<file path="src/rtl/dmem_port_arbiter_if.sv">
// Bundles both requester ports and the data-memory port shared by the arbiter.
interface dmem_port_arbiter_if #(
    parameter int unsigned AW   = 19,
    parameter int unsigned LENW = 4
);
    // requester 0: CPU load/store unit, single beats
    logic            r0_req;
    logic            r0_we;
    logic            r0_size;
    logic [AW-1:0]   r0_addr;
    logic [AW-1:0]   r0_wdata;
    logic            r0_gnt;
    logic            r0_rvalid;
    logic [AW-1:0]   r0_rdata;

    // requester 1: image DMA/loader, sequential bursts
    logic            r1_req;
    logic            r1_we;
    logic            r1_size;
    logic [AW-1:0]   r1_addr;
    logic [LENW-1:0] r1_len;
    logic [AW-1:0]   r1_wdata;
    logic            r1_gnt;
    logic            r1_done;
    logic            r1_rvalid;
    logic [AW-1:0]   r1_rdata;

    // data memory port
    logic [AW-1:0]   mem_A;
    logic [AW-1:0]   mem_WD;
    logic            mem_WE;
    logic            mem_Cant_Byte;
    logic [AW-1:0]   mem_RD;

    // arbiter side
    modport slave (
        input  r0_req, r0_we, r0_size, r0_addr, r0_wdata,
        output r0_gnt, r0_rvalid, r0_rdata,
        input  r1_req, r1_we, r1_size, r1_addr, r1_len, r1_wdata,
        output r1_gnt, r1_done, r1_rvalid, r1_rdata,
        output mem_A, mem_WD, mem_WE, mem_Cant_Byte,
        input  mem_RD
    );

    // requesters plus memory side
    modport master (
        output r0_req, r0_we, r0_size, r0_addr, r0_wdata,
        input  r0_gnt, r0_rvalid, r0_rdata,
        output r1_req, r1_we, r1_size, r1_addr, r1_len, r1_wdata,
        input  r1_gnt, r1_done, r1_rvalid, r1_rdata,
        input  mem_A, mem_WD, mem_WE, mem_Cant_Byte,
        output mem_RD
    );
endinterface

</file>
<file path="src/rtl/dmem_port_arbiter.sv">
// Two-requester arbiter for the single data-memory port: fixed-priority CPU
// beats with an anti-starvation limit, and sequential DMA bursts.
module dmem_port_arbiter #(
    parameter int unsigned AW           = 19,
    parameter int unsigned LENW         = 4,
    parameter int unsigned STARVE_LIMIT = 4
) (
    input  logic                 clk,
    input  logic                 reset,
    dmem_port_arbiter_if.slave   bus
);
    localparam int unsigned SW = (STARVE_LIMIT < 2) ? 1 : $clog2(STARVE_LIMIT + 1);

    typedef enum logic [1:0] {IDLE, GNT0, BURST1} state_t;

    state_t          state_q, state_d;
    logic [SW-1:0]   starve_q, starve_d;
    logic [LENW-1:0] beat_q, beat_d;
    logic [LENW-1:0] len_q, len_d;
    logic [AW-1:0]   base_q, base_d;
    logic            we_q, we_d;
    logic            size_q, size_d;
    logic            r0_rvalid_q, r0_rvalid_d;
    logic [AW-1:0]   r0_rdata_q, r0_rdata_d;
    logic            r1_rvalid_q, r1_rvalid_d;
    logic [AW-1:0]   r1_rdata_q, r1_rdata_d;

    // grant and memory-bus drive follow the current state directly
    logic            r0_gnt_c, r1_gnt_c, r1_done_c;
    logic [AW-1:0]   mem_a_c, mem_wd_c, burst_off_c;
    logic            mem_we_c, mem_cb_c;

    // halfword bursts step by two bytes, byte bursts by one
    assign burst_off_c = size_q ? AW'({beat_q, 1'b0}) : AW'(beat_q);

    // state register and read-return registers
    always_ff @(posedge clk or negedge reset) begin
        if (!reset) begin
            state_q     <= IDLE;
            starve_q    <= '0;
            beat_q      <= '0;
            len_q       <= '0;
            base_q      <= '0;
            we_q        <= 1'b0;
            size_q      <= 1'b0;
            r0_rvalid_q <= 1'b0;
            r0_rdata_q  <= '0;
            r1_rvalid_q <= 1'b0;
            r1_rdata_q  <= '0;
        end else begin
            state_q     <= state_d;
            starve_q    <= starve_d;
            beat_q      <= beat_d;
            len_q       <= len_d;
            base_q      <= base_d;
            we_q        <= we_d;
            size_q      <= size_d;
            r0_rvalid_q <= r0_rvalid_d;
            r0_rdata_q  <= r0_rdata_d;
            r1_rvalid_q <= r1_rvalid_d;
            r1_rdata_q  <= r1_rdata_d;
        end
    end

    // arbitration, burst sequencing and memory-bus steering
    always_comb begin
        state_d     = state_q;
        starve_d    = starve_q;
        beat_d      = beat_q;
        len_d       = len_q;
        base_d      = base_q;
        we_d        = we_q;
        size_d      = size_q;
        r0_rvalid_d = 1'b0;
        r0_rdata_d  = r0_rdata_q;
        r1_rvalid_d = 1'b0;
        r1_rdata_d  = r1_rdata_q;
        r0_gnt_c    = 1'b0;
        r1_gnt_c    = 1'b0;
        r1_done_c   = 1'b0;
        mem_a_c     = '0;
        mem_wd_c    = '0;
        mem_we_c    = 1'b0;
        mem_cb_c    = 1'b0;

        case (state_q)
            IDLE: begin
                if (bus.r1_req && (!bus.r0_req || starve_q == SW'(STARVE_LIMIT))) begin
                    state_d  = BURST1;
                    base_d   = bus.r1_addr;
                    len_d    = (bus.r1_len == '0) ? LENW'(1) : bus.r1_len;
                    we_d     = bus.r1_we;
                    size_d   = bus.r1_size;
                    beat_d   = '0;
                    starve_d = '0;
                end else if (bus.r0_req) begin
                    state_d = GNT0;
                    if (bus.r1_req && starve_q != SW'(STARVE_LIMIT)) begin
                        starve_d = starve_q + SW'(1);
                    end
                end
            end
            GNT0: begin
                r0_gnt_c = 1'b1;
                mem_a_c  = bus.r0_addr;
                mem_wd_c = bus.r0_wdata;
                mem_we_c = bus.r0_we;
                mem_cb_c = bus.r0_size;
                if (!bus.r0_we) begin
                    r0_rvalid_d = 1'b1;
                    r0_rdata_d  = bus.mem_RD;
                end
                state_d = IDLE;
            end
            BURST1: begin
                r1_gnt_c = 1'b1;
                mem_a_c  = base_q + burst_off_c;
                mem_wd_c = bus.r1_wdata;
                mem_we_c = we_q;
                mem_cb_c = size_q;
                if (!we_q) begin
                    r1_rvalid_d = 1'b1;
                    r1_rdata_d  = bus.mem_RD;
                end
                if (beat_q == len_q - LENW'(1)) begin
                    r1_done_c = 1'b1;
                    state_d   = IDLE;
                end else begin
                    beat_d = beat_q + LENW'(1);
                end
            end
            default: state_d = IDLE;
        endcase
    end

    assign bus.r0_gnt        = r0_gnt_c;
    assign bus.r0_rvalid     = r0_rvalid_q;
    assign bus.r0_rdata      = r0_rdata_q;
    assign bus.r1_gnt        = r1_gnt_c;
    assign bus.r1_done       = r1_done_c;
    assign bus.r1_rvalid     = r1_rvalid_q;
    assign bus.r1_rdata      = r1_rdata_q;
    assign bus.mem_A         = mem_a_c;
    assign bus.mem_WD        = mem_wd_c;
    assign bus.mem_WE        = mem_we_c;
    assign bus.mem_Cant_Byte = mem_cb_c;
endmodule

</file>
<file path="src/flat_wrapper.sv">
// flat-port wrapper written by rule: the top's interface ports become plain ports
module dmem_port_arbiter_flat 
#(
    parameter int unsigned AW           = 19,
    parameter int unsigned LENW         = 4,
    parameter int unsigned STARVE_LIMIT = 4
)
  (clk, reset, bus_r0_req, bus_r0_we, bus_r0_size, bus_r0_addr, bus_r0_wdata, bus_r0_gnt, bus_r0_rvalid, bus_r0_rdata, bus_r1_req, bus_r1_we, bus_r1_size, bus_r1_addr, bus_r1_len, bus_r1_wdata, bus_r1_gnt, bus_r1_done, bus_r1_rvalid, bus_r1_rdata, bus_mem_A, bus_mem_WD, bus_mem_WE, bus_mem_Cant_Byte, bus_mem_RD);
  dmem_port_arbiter_if #(.AW(AW), .LENW(LENW)) bus_i ();
  input  logic clk;
  input  logic reset;
  input wire logic [$bits(bus_i.r0_req)-1:0] bus_r0_req;
  input wire logic [$bits(bus_i.r0_we)-1:0] bus_r0_we;
  input wire logic [$bits(bus_i.r0_size)-1:0] bus_r0_size;
  input wire logic [$bits(bus_i.r0_addr)-1:0] bus_r0_addr;
  input wire logic [$bits(bus_i.r0_wdata)-1:0] bus_r0_wdata;
  output wire logic [$bits(bus_i.r0_gnt)-1:0] bus_r0_gnt;
  output wire logic [$bits(bus_i.r0_rvalid)-1:0] bus_r0_rvalid;
  output wire logic [$bits(bus_i.r0_rdata)-1:0] bus_r0_rdata;
  input wire logic [$bits(bus_i.r1_req)-1:0] bus_r1_req;
  input wire logic [$bits(bus_i.r1_we)-1:0] bus_r1_we;
  input wire logic [$bits(bus_i.r1_size)-1:0] bus_r1_size;
  input wire logic [$bits(bus_i.r1_addr)-1:0] bus_r1_addr;
  input wire logic [$bits(bus_i.r1_len)-1:0] bus_r1_len;
  input wire logic [$bits(bus_i.r1_wdata)-1:0] bus_r1_wdata;
  output wire logic [$bits(bus_i.r1_gnt)-1:0] bus_r1_gnt;
  output wire logic [$bits(bus_i.r1_done)-1:0] bus_r1_done;
  output wire logic [$bits(bus_i.r1_rvalid)-1:0] bus_r1_rvalid;
  output wire logic [$bits(bus_i.r1_rdata)-1:0] bus_r1_rdata;
  output wire logic [$bits(bus_i.mem_A)-1:0] bus_mem_A;
  output wire logic [$bits(bus_i.mem_WD)-1:0] bus_mem_WD;
  output wire logic [$bits(bus_i.mem_WE)-1:0] bus_mem_WE;
  output wire logic [$bits(bus_i.mem_Cant_Byte)-1:0] bus_mem_Cant_Byte;
  input wire logic [$bits(bus_i.mem_RD)-1:0] bus_mem_RD;
  assign bus_i.r0_req = bus_r0_req;
  assign bus_i.r0_we = bus_r0_we;
  assign bus_i.r0_size = bus_r0_size;
  assign bus_i.r0_addr = bus_r0_addr;
  assign bus_i.r0_wdata = bus_r0_wdata;
  assign bus_r0_gnt = bus_i.r0_gnt;
  assign bus_r0_rvalid = bus_i.r0_rvalid;
  assign bus_r0_rdata = bus_i.r0_rdata;
  assign bus_i.r1_req = bus_r1_req;
  assign bus_i.r1_we = bus_r1_we;
  assign bus_i.r1_size = bus_r1_size;
  assign bus_i.r1_addr = bus_r1_addr;
  assign bus_i.r1_len = bus_r1_len;
  assign bus_i.r1_wdata = bus_r1_wdata;
  assign bus_r1_gnt = bus_i.r1_gnt;
  assign bus_r1_done = bus_i.r1_done;
  assign bus_r1_rvalid = bus_i.r1_rvalid;
  assign bus_r1_rdata = bus_i.r1_rdata;
  assign bus_mem_A = bus_i.mem_A;
  assign bus_mem_WD = bus_i.mem_WD;
  assign bus_mem_WE = bus_i.mem_WE;
  assign bus_mem_Cant_Byte = bus_i.mem_Cant_Byte;
  assign bus_i.mem_RD = bus_mem_RD;
  dmem_port_arbiter #(.AW(AW), .LENW(LENW), .STARVE_LIMIT(STARVE_LIMIT)) u_core (.clk(clk), .reset(reset), .bus(bus_i));
endmodule
</file>
<file path="config.mk">
export PLATFORM = sky130hd
export DESIGN_NAME = dmem_port_arbiter_flat
export DESIGN_NICKNAME = d
export VERILOG_FILES = /design/src/rtl/dmem_port_arbiter_if.sv /design/src/rtl/dmem_port_arbiter.sv /design/src/flat_wrapper.sv
export SDC_FILE = /design/constraint.sdc
export NUM_CORES = 1
export LEC_CHECK = 0
export ABC_AREA = 0
export BUFFER_PORTS_ARGS = -buffer_cell sky130_fd_sc_hd__buf_2
export CAP_MARGIN = 20
export CELL_PAD_IN_SITES_DETAIL_PLACEMENT = 0
export CELL_PAD_IN_SITES_GLOBAL_PLACEMENT = 1
export CORE_UTILIZATION = 37
export CTS_BUF_LIST = sky130_fd_sc_hd__clkbuf_16
export DETAILED_ROUTE_END_ITERATION = 7
export GPL_TIMING_DRIVEN = 0
export MAX_ROUTING_LAYER = met4
export PLACE_DENSITY = 0.95
export SLEW_MARGIN = 10
export SYNTH_ARGS = -nofsm -noshare
export SYNTH_HDL_FRONTEND = slang
export SYNTH_SLANG_ARGS = --single-unit
</file>
<file path="constraint.sdc">
create_clock -name clk -period 7.4 [get_ports clk]
set_input_delay 0.37 -clock clk [delete_from_list [all_inputs] [get_ports clk]]
set_output_delay 0.37 -clock clk [all_outputs]
set_load 0.005 [all_outputs]
</file>
# [Word level (Yosys, flattened, before mapping)]
# Cells that the tools add are included.
[op_classes] addsub=4 n_eq_ne=9 mux=24 n_bitwise=2 n_reduce_logical=15
[ops] operator="case mux 19 bit (2 select lines)" count=2
[ops] operator="adder 19 bit" count=1
[ops] operator="2-to-1 mux 4 bit" count=3
[ops] operator="2-to-1 mux 3 bit" count=3
[ops] operator="2-to-1 mux 1 bit" count=8
[ops] operator="case mux 4 bit (2 select lines)" count=1
[ops] operator="AND reduction 2 bit" count=4
[ops] operator="2-to-1 mux 2 bit" count=3
[ops] operator="AND reduction 3 bit" count=2
[ops] operator="nonzero test 2 bit" count=3
[ops] operator="2-to-1 mux 5 bit" count=1
[ops] operator="adder 4 x 1 -> 4 bit (second input constant)" count=1
[ops] operator="== test 4 bit" count=1
[ops] operator="zero test 4 bit" count=1
[ops] operator="inequality test 2 x 1 -> 1 bit (second input constant)" count=2
[ops] operator="case mux 1 bit (2 select lines)" count=2
[ops] operator="case mux 2 bit (2 select lines)" count=1
[ops] operator="subtractor 4 x 1 -> 4 bit (second input constant)" count=1
[ops] operator="adder 3 x 1 -> 3 bit (second input constant)" count=1
[ops] operator="== test 3 bit (second input constant)" count=1
[ops] operator="inequality test 3 x 2 -> 1 bit (second input constant)" count=1
[ops] operator="inequality test 3 bit (second input constant)" count=1
[ops] operator="== test 2 x 1 -> 1 bit (second input constant)" count=1
[ops] operator="== test 2 bit (second input constant)" count=1
[ops] operator="other kinds (6)" count=8
[totals] register_bits=74 inputBits=107 out_inout_bits=83 elab_cells=65

# [Longest topological paths before layout]
# Gate-level depths: netlist of the first run.
[logic_depth] depth_word=5 depth_mapped=8 depth_no_buf=8

# [Worst setup path after synthesis of the first run]
# Ideal clock, no wire load.
[synth_path] kind="flip-flop to output port" from="reg u_core.size_q" to="out bus_mem_A[18]" arrival_ns=2.250 required_time_ns=7.030 path_slack_ns=4.780 stages_incl_launch_ff=8 n_path_buf=0 cell_sequence="dfrtp_1 -> mux2_2 -> ha_1 -> o21ai_0 -> o21ba_2 -> or4b_4 -> xor2_1 -> o21ai_2"
[synth_via] elab_chain_cells=3
[synth_lines] element="from (decl)" line="dmem_port_arbiter.sv:22" text="logic size_q, size_d;"
[synth_lines] element="from (signal assigned)" line="dmem_port_arbiter.sv:57" text="size_q <= size_d;"
[synth_lines] element="2-to-1 mux 5 bit" line="dmem_port_arbiter.sv:34" text="assign burst_off_c = size_q ? AW'({beat_q, 1'b0}) : AW'(beat_q);"
[synth_lines] element="adder 19 bit" line="dmem_port_arbiter.sv:117" text="mem_a_c = base_q + burst_off_c;"
[synth_lines] element="case mux 19 bit (2 select lines)" line="dmem_port_arbiter.sv:86" text="case (state_q)"
[synth_lines] element="to (decl)" line="flat_wrapper.sv:30" text="output wire logic [$bits(bus_i.mem_A)-1:0] bus_mem_A;"
# No other way between the ends.

# [Worst setup path after layout of the first run]
[layout_path] from="reg u_core.size_q" to="out bus_mem_A[8]"
# Same word-level chain as after synthesis.

==> results of run 1 <==
[report_power, final]
group / switching [mW] / internal [mW]
Sequential: 0.152 / 0.599
Combinational: 0.443 / 0.490
Clock: 0.165 / 0.259
[routing by layer]
layer	up-vias	wire length [um]	global-route usage
met3	9	836	0.0490
met2	154	5330	0.350
li1	1764	-	-
met5	-	0	-
met4	0	133	0.0705
met1	1733	4450	0.221
[synthesized netlist by cell type (2+ instances only)]
library cell  count
a211oi_1          5
mux2_2           56
a21oi_1           8
ha_1             12
xnor2_1          12
o21ai_0          26
clkbuf_1         14
or3_1             2
dfrtp_1          74
a22oi_1          26
nor2_1            6
a21o_1            5
buf_1             3
a21boi_0          2
inv_1            10
nand2_1          54
nand4_1           3
xor2_1            8
nor3_1            5
nand3_1           6
nor2b_1          27
[registers in the layout, indices dropped and copies added (netlist names)]
register              flops
u_core.size_q             1
u_core.bus.r0_rdata      19
u_core.we_q               1
u_core.base_q            19
u_core.state_q            2
u_core.bus.r0_rvalid      1
u_core.beat_q             4
u_core.bus.r1_rdata      19
u_core.bus.r1_rvalid      1
u_core.starve_q           3
u_core.len_q              4
[final timing paths]
path | startpoint | endpoint | slack (ns) | depth (start not counted)
min in group clk | bus_r1_addr[18] | u_core.base_q[18] | 0.23 | 3
max | u_core.size_q | bus_mem_A[8] | 4.08 | 8
min reg2reg | u_core.bus.r0_rdata[10] | u_core.bus.r0_rdata[10] | 0.50 | 1
min | reset | u_core.base_q[14] | -0.004 | 1
max reg2reg | u_core.state_q[1] | u_core.bus.r0_rdata[18] | 5.28 | 6
max in group asynchronous | reset | u_core.bus.r1_rdata[4] | 6.86 | 2
[area by class of cell]
type                            instances  area (sq um)
Timing Repair Buffer                  190           968
Inverter                               10          37.5
Clock buffer                            9           225
Antenna cell                            3          7.51
Tap cell                              136           170
Sequential cell                        74          1850
Multi-Input combinational cell        280          2080
Buffer                                 18          68.8
Fill cell                             975          4980
Clock inverter                          7          68.8
[worst max-delay path, cell delays in order (launching register included)]
cell      delay (ns)
dfrtp_1         0.48
mux2_2          0.40
fa_1            0.45
a211oi_1        0.39
o21bai_1        0.25
nand4_1         0.16
xor2_1          0.23
o21ai_0         0.12
buf_2           0.15
[cell families (layout without fill, tap and decap cells)]
| family | after synthesis | in the layout | share of synthesized area |
|---|---|---|---|
| buf+inv | 28 | 234 | 0.0263 |
| simple gates | 112 | 112 | 0.142 |
| fa+ha+maj | 13 | 13 | 0.0421 |
| mux | 56 | 56 | 0.156 |
| other cells | 0 | 3 | 0 |
| compound gates | 78 | 78 | 0.126 |
| flops | 74 | 74 | 0.459 |
| xor+xnor | 21 | 21 | 0.0490 |
[per-stage QoR]
step                power (mW)   util
global route              2.26  0.524
detailed placement        1.69  0.495
global placement          1.65  0.493
finish                    2.11  0.524
CTS                       2.13  0.523
floorplan                 1.32      -
[placed cells by master, fill, tap and decap left out, types with 2 or more instances in the layout]
cell        Yosys  routed
xor2_1          8       8
xnor2_1        12      12
a22oi_1        26      26
buf_2           1     189
a21o_1          5       5
a211oi_1        5       5
nor2_1          6       6
clkinvlp_4      0       3
nand2_1        54      54
clkinv_1        0       2
nor2b_1        27      27
mux2_2         56      56
dfrtp_1        74      74
a21oi_1         8       8
nand3_1         6       6
o21ai_0        26      26
clkbuf_1       14      14
clkbuf_16       0       9
inv_1          10      10
nand4_1         3       3
nor3_1          5       5
buf_1           3       3
or3_1           2       2
ha_1           12      12
diode_2         0       3
a21boi_0        2       2
==> flow_summary.yaml, run 1 <==
final_layout:
  final_area_sq_mm: 0.00548
  synthToLayoutAreaGrowth_pct: 35.7
  layoutNonFillerInstCount: 727
  fin_nets: 703
  layout-drive-gt1-share: 0.454
placement:
  dpl.hpwl_um: 8550
  placed_area_sq_mm: 0.00518
  dp.cells: 708
  dp_slack_ns: 4.46
  io_buffers: 189
  gp_congestion: 0.871
drt:
  drc_errors: 0
  wire_per_inst_um: 14.8
  antenna_left: 0
  vias_per_cell: 5.03
  drt_wl_total_um: 10800
  first_pass_iters: 4
  drt_iter0_markers: 185
  vias: 3660
clock_network:
  root_buffer: "clkbuf_16"
  cts-htree-levels: 3
  cts_tree: "yes"
  post_cts_resized: 0
  cts_buffers: 9
  clk_pin_slew_worst_paths_ns: 0.06
  cts_buffer_depth: 2
  clk_latency_ns: 0.33
  post_cts_buffers: 0
  cts_hold_buf: 0
  clock-sinks: 74
outcome:
  run_status: "complete, but fails checks"
  violations: "negative hold slack"
floorplanning:
  rows: 37
  initial_core_util: 0.386
  core_sq_mm: 0.0105
  ios: 190
  fp.dieW_um: 106
  die_area_sq_mm: 0.0113
  die_h_um: 106
critical_path:
  critical_path_class: "reg -> out"
  worst-endpoint-required_ns: 7.03
  worstSetupStartpointType: "flop"
  endpoint_kind: "primary output"
  arrival_ns: 2.95
  crit_fanout: 7
yosys:
  synthArstFlopShare: 1.00
  synth_area_sq_mm: 0.00404
  synth.area.top_cells: "dfrtp_1 46%, mux2_2 16%, nand2_1 5.0%"
  yosysTopAreaCell: "dfrtp_1"
  yosysWarnings: 0
  synth_cell_types: 39
  synth-main-ff-cell: "dfrtp_1"
  syn_nets: 502
  postSynthCellCount: 382
  ys_seq_area_frac: 0.459
  synth_edf_count: 0
  post-synth-top-area-fraction: 0.459
  synth.avg_cell_area_sq_um: 10.6
  synth_seq_cells: 74
sta:
  fin_tns_setup_ns: 0
  holdWs_ns: -0.00447
  setup_viol: 0
  slew_headroom: 0.553
  finalMaxSlewViolations: 0
  finalClockSkew_ns: 0.00454
  period_share: 0.449
  hold_violations: 2
  period_minus_slack_ns: 3.32
  timing.final.ws_setup_ns: 4.08
  max_freq_mhz: 301
  worst_slew_pin_slew_ns: 0.670
  rsz0062_at_grt: "false"
global_routing:
  gr-total-overflow: 0
  first_global_vias: 3603
  gr-usage-all-layers: 0.200
  antenna_found_initial: 3
  grt_max_degree: 39
  grt_pass1_wl_um: 17100
run:
  maxCapViolations: 0
min_path:
  worstHoldPathType: "in -> async"
power_and_ir_drop:
  vdd_drop_max_mv: 0.211
  p_leak_nw: 2.68
  cellPowerDensity_mw_per_mm2: 385
No activity file was read; power rests on OpenSTA's default activity.
==> run 2, diff against run 1 <==
CORE_UTILIZATION = 35   (was 37)
PLACE_DENSITY = 0.91   (was 0.95)
clock period = 3.1 ns   (was 7.4 ns; I/O delays follow)
==> flow_summary.yaml, run 2 (synthesized netlist as in run 1, its figures left out) <==
critical_path:
  critical_path_class: "reg -> out"
  rr_endpoint: "u_core.base_q[8]"
  reg2reg_setup_slack_ns: 0.96
  critPathMaxStageDelay_ns: 0.53
  r2r_cells: 6
  r2r-start: "u_core.state_q[0]"
  worst-endpoint-required_ns: 2.94
  cp_cell_sequence: "mux2_2, ha_1, a211oi_2, o21ba_2, or4b_4, xor2_1, o21ai_2, buf_2"
  worstSetupStartpointType: "flop"
  arrival_ns: 2.82
  crit_fanout: 7
  slowest_stage: "or4b_4"
  endpoint_kind: "primary output"
sta:
  setup_viol: 0
  hold_violations: 0
  period_share: 0.959
  finalMaxSlewViolations: 0
  timing.final.ws_setup_ns: 0.127
  slew_headroom: 0.584
  finalClockSkew_ns: 0.00551
  rsz0062_at_grt: "false"
  worst_slew_pin_slew_ns: 0.624
  max_freq_mhz: 336
  fin_tns_setup_ns: 0
  period_minus_slack_ns: 2.97
placement:
  io_buffers: 189
  dpl.hpwl_um: 8850
  dp_slack_ns: 0.361
  gp_congestion: 0.808
floorplanning:
  ios: 190
  die_area_sq_mm: 0.0120
  initial_core_util: 0.366
  fp.dieW_um: 109
  rows: 38
  core_sq_mm: 0.0110
  die_h_um: 109
final_layout:
  mostFrequentLayoutCells: "189 x buf_2, 73 x dfrtp_1, 56 x mux2_2"
  layout-drive-gt1-share: 0.463
  fin_nets: 705
  synthToLayoutAreaGrowth_pct: 36.8
  final_common_cell: "buf_2"
clock_network:
  cts-htree-levels: 3
  root_buffer: "clkbuf_16"
  clk_latency_ns: 0.33
  cts_buffer_depth: 2
  cts_tree: "yes"
  clock-sinks: 74
  clk_pin_slew_worst_paths_ns: 0.06
  cts_buffers: 9
global_routing:
  grt_max_degree: 49
  gr-usage-all-layers: 0.189
  antenna_found_initial: 3
  grt_pass1_wl_um: 16600
  first_global_vias: 3554
  gr-total-overflow: 0
outcome:
  run_status: "finished clean"
power_and_ir_drop:
  cellPowerDensity_mw_per_mm2: 918
  p_leak_nw: 2.71
  power_mw: 5.07
  vdd_drop_max_mv: 0.488
drt:
  vias: 3590
  drc_errors: 0
  drt_iter0_markers: 136
  wire_per_inst_um: 15.1
  vias_per_cell: 4.90
  first_pass_iters: 4
  drt_wl_total_um: 11100
  antenna_left: 0
min_path:
  min_to: "u_core.size_q"
  hold_path.startpoint: "bus_r1_size"
  whs_path_depth: 3
  worstHoldPathType: "in -> reg"
run:
  maxCapViolations: 0
[run 2: through the flow]
step,cell area (sq um),util,instances,hold slack (ns)
final,5520,0.501,733,0.0157
after global routing,5520,0.501,733,0.0158
after CTS,5500,0.498,729,0.00341
after detailed placement,5190,0.470,712,0.0935
after global placement,5160,0.468,711,0.351
after floorplan,4040,-,382,-0.141
[run 2: how the worst max path moves through the flow]
stage	end	slack [ns]	depth (start not counted)	from
3_3_place_gp	bus_mem_A[18]	0.42	8	u_core.size_q
2_1_floorplan	bus_mem_A[18]	0.69	7	u_core.size_q
5_1_grt	bus_mem_A[18]	0.008	8	u_core.size_q
6_report	bus_mem_A[18]	0.13	8	u_core.size_q
4_1_cts	bus_mem_A[10]	0.008	8	u_core.size_q
3_5_place_dp	bus_mem_A[9]	0.36	8	u_core.size_q
[run 2: area by class of cell]
cell class	instances	area, sq um
multi-input cells	280	2090
diodes	3	7.51
clock buffers	9	225
flip-flops and latches	74	1850
inverters	10	37.5
clock inverters	7	68.8
well taps	140	175
fillers	1053	5510
repair buffers	192	993
plain buffers	18	68.8
[run 2: metal layers]
| metal | track usage | routed length [um] | vias to the layer above |
|---|---|---|---|
| met3 | 0.0557 | 925 | 12 |
| met4 | 0.0600 | 178 | 0 |
| met2 | 0.336 | 5490 | 154 |
| li1 | - | - | 1761 |
| met1 | 0.203 | 4510 | 1663 |
| met5 | - | 0 | - |
[run 2: what timing repair did]
action | in CTS | in global routing
endpoints found under the setup margin | 1 | 7
hold buffers | 1 | 0
setup buffers | 0 | 1
hold endpoints to repair | 26 | 0
resized for setup | 1 | 4
[run 2: power breakdown]
part	internal, mW	total (mW)	switching (mW)
Clock	0.620	1.01	0.386
Sequential	1.43	1.79	0.358
Combinational	1.19	2.28	1.09
[run 2: critical path, delay by kind of cell, from the launching register on]
kind | cells | cell delay (ns)
AOI/OAI and AO/OA | 3 | 0.49
xor gates and xnor gates | 1 | 0.17
adders and majority gates | 1 | 0.39
buffers and inverters | 1 | 0.13
DFF | 1 | 0.43
muxes | 1 | 0.35
and+or+nand+nor | 1 | 0.53
==> run 3, diff against run 2 <==
RECOVER_POWER = 50   (was default)
==> flow_summary.yaml, run 3 (synthesized netlist as in run 1, its figures left out) <==
floorplanning:
  ios: 190
  core_sq_mm: 0.0110
  fp.dieW_um: 109
  die_area_sq_mm: 0.0120
  initial_core_util: 0.366
  die_h_um: 109
  rows: 38
placement:
  gp_congestion: 0.808
  dpl.hpwl_um: 8850
  io_buffers: 189
global_routing:
  gr-usage-all-layers: 0.189
  first_global_vias: 3554
  met1_usage: 0.203
  gr-usage-met3: 0.0557
  grt-busiest-layer: "met2"
  antenna_found_initial: 3
  gr-total-overflow: 0
  grt_util_met2: 0.336
  grt_pass1_wl_um: 16600
  grt_max_degree: 49
critical_path:
  reg2reg_setup_slack_ns: 0.96
  arrival_ns: 2.82
  critical_path_class: "reg -> out"
  worst-endpoint-required_ns: 2.94
  crit_fanout: 7
  endpoint_kind: "primary output"
  worstSetupStartpointType: "flop"
drt:
  drt_wl_total_um: 11100
  drc_errors: 0
  vias_per_cell: 4.91
  first_pass_iters: 4
  vias: 3598
  wire_per_inst_um: 15.1
  drt_iter0_markers: 135
  antenna_left: 0
outcome:
  violations: "max-capacitance violations, max-slew violations"
  run_status: "complete, but fails checks"
clock_network:
  clk_latency_ns: 0.33
  cts_buffers: 9
  clock-sinks: 74
  clk_pin_slew_worst_paths_ns: 0.06
  root_buffer: "clkbuf_16"
  cts_buffer_depth: 2
  cts_tree: "yes"
  cts-htree-levels: 3
sta:
  hold_violations: 0
  finalMaxSlewViolations: 27
  fin_tns_setup_ns: 0
  finalClockSkew_ns: 0.00534
  rsz0062_at_grt: "false"
  setup_viol: 0
  period_share: 0.959
  max_freq_mhz: 336
  holdWs_ns: 0.0163
  slew_headroom: -0.0197
  worst_slew_pin_slew_ns: 1.53
  period_minus_slack_ns: 2.97
final_layout:
  fin_nets: 705
  synthToLayoutAreaGrowth_pct: 36.1
  final_common_cell: "buf_2"
  fillers: 1061
  mostFrequentLayoutCells: "172 x buf_2, 73 x dfrtp_1, 56 x mux2_2"
  layout-drive-gt1-share: 0.432
min_path:
  worstHoldPathType: "in -> reg"
power_and_ir_drop:
  vdd_drop_max_mv: 0.478
  p_leak_nw: 2.66
  cellPowerDensity_mw_per_mm2: 917
run:
  maxCapViolations: 1
-- run 3: final timing paths --
check,start,cells after the start,end
worst max-delay path,u_core.size_q,8,bus_mem_A[18]
worst min-delay path,bus_r1_size,3,u_core.size_q
worst max register to register,u_core.state_q[0],6,u_core.base_q[8]
worst min register to register,u_core.base_q[2],2,u_core.base_q[2]
max in group asynchronous,reset,3,u_core.size_q
min in group asynchronous,reset,2,u_core.bus.r0_rdata[15]
-- run 3: routing by layer --
| metal | routed length (um) | share of wire | vias up |
|---|---|---|---|
| li1 | - | - | 1765 |
| met1 | 4500 | 0.41 | 1668 |
| met2 | 5470 | 0.49 | 153 |
| met3 | 920 | 0.083 | 12 |
| met4 | 178 | 0.016 | 0 |
| met5 | 0 | 0 | - |
-- run 3: critical path, cell delays in order (launching register included) --
cell and delay, ns:
dfrtp_2 0.43, mux2_2 0.35, ha_1 0.39, a211oi_2 0.13, o21ba_2 0.24, or4b_4 0.53, xor2_1 0.17, o21ai_2 0.12
buf_2 0.13
-- run 3: where the power goes --
group          leakage (nW)  switching [mW]  total [mW]  internal [mW]
Combinational          1.61            1.09        2.25           1.16
Sequential            0.899           0.360        1.79           1.43
Clock                 0.143           0.386        1.01          0.620
-- run 3: cell type report --
class / count / area, sq um / share of cell area
Multi-Input combinational cell: 280 / 2090 / 0.381
Antenna cell: 3 / 7.51 / 0.00137
Sequential cell: 74 / 1850 / 0.337
Buffer: 18 / 68.8 / 0.0125
Clock inverter: 7 / 68.8 / 0.0125
Timing Repair Buffer: 192 / 968 / 0.176
Clock buffer: 9 / 225 / 0.0410
Inverter: 10 / 37.5 / 0.00683
Tap cell: 140 / 175 / 0.0319
-- run 3: timing repair --
item	in CTS	in global routing
hold endpoints to repair	26	0
setup endpoints to repair	1	7
hold buffers	1	0
gates resized for setup	1	4
buffers inserted	0	1
-- run 3: through the flow --
stage	util	setup WS [ns]	std cells	cell area (sq um)	total power, mW
2_1_floorplan	-	0.695	382	4040	3.14
3_3_place_gp	0.468	0.416	711	5160	3.96
3_5_place_dp	0.470	0.361	712	5190	4.07
4_1_cts	0.498	0.00843	729	5500	5.11
5_1_grt	0.498	0.00822	733	5500	5.42
6_report	0.498	0.127	733	5500	5.04
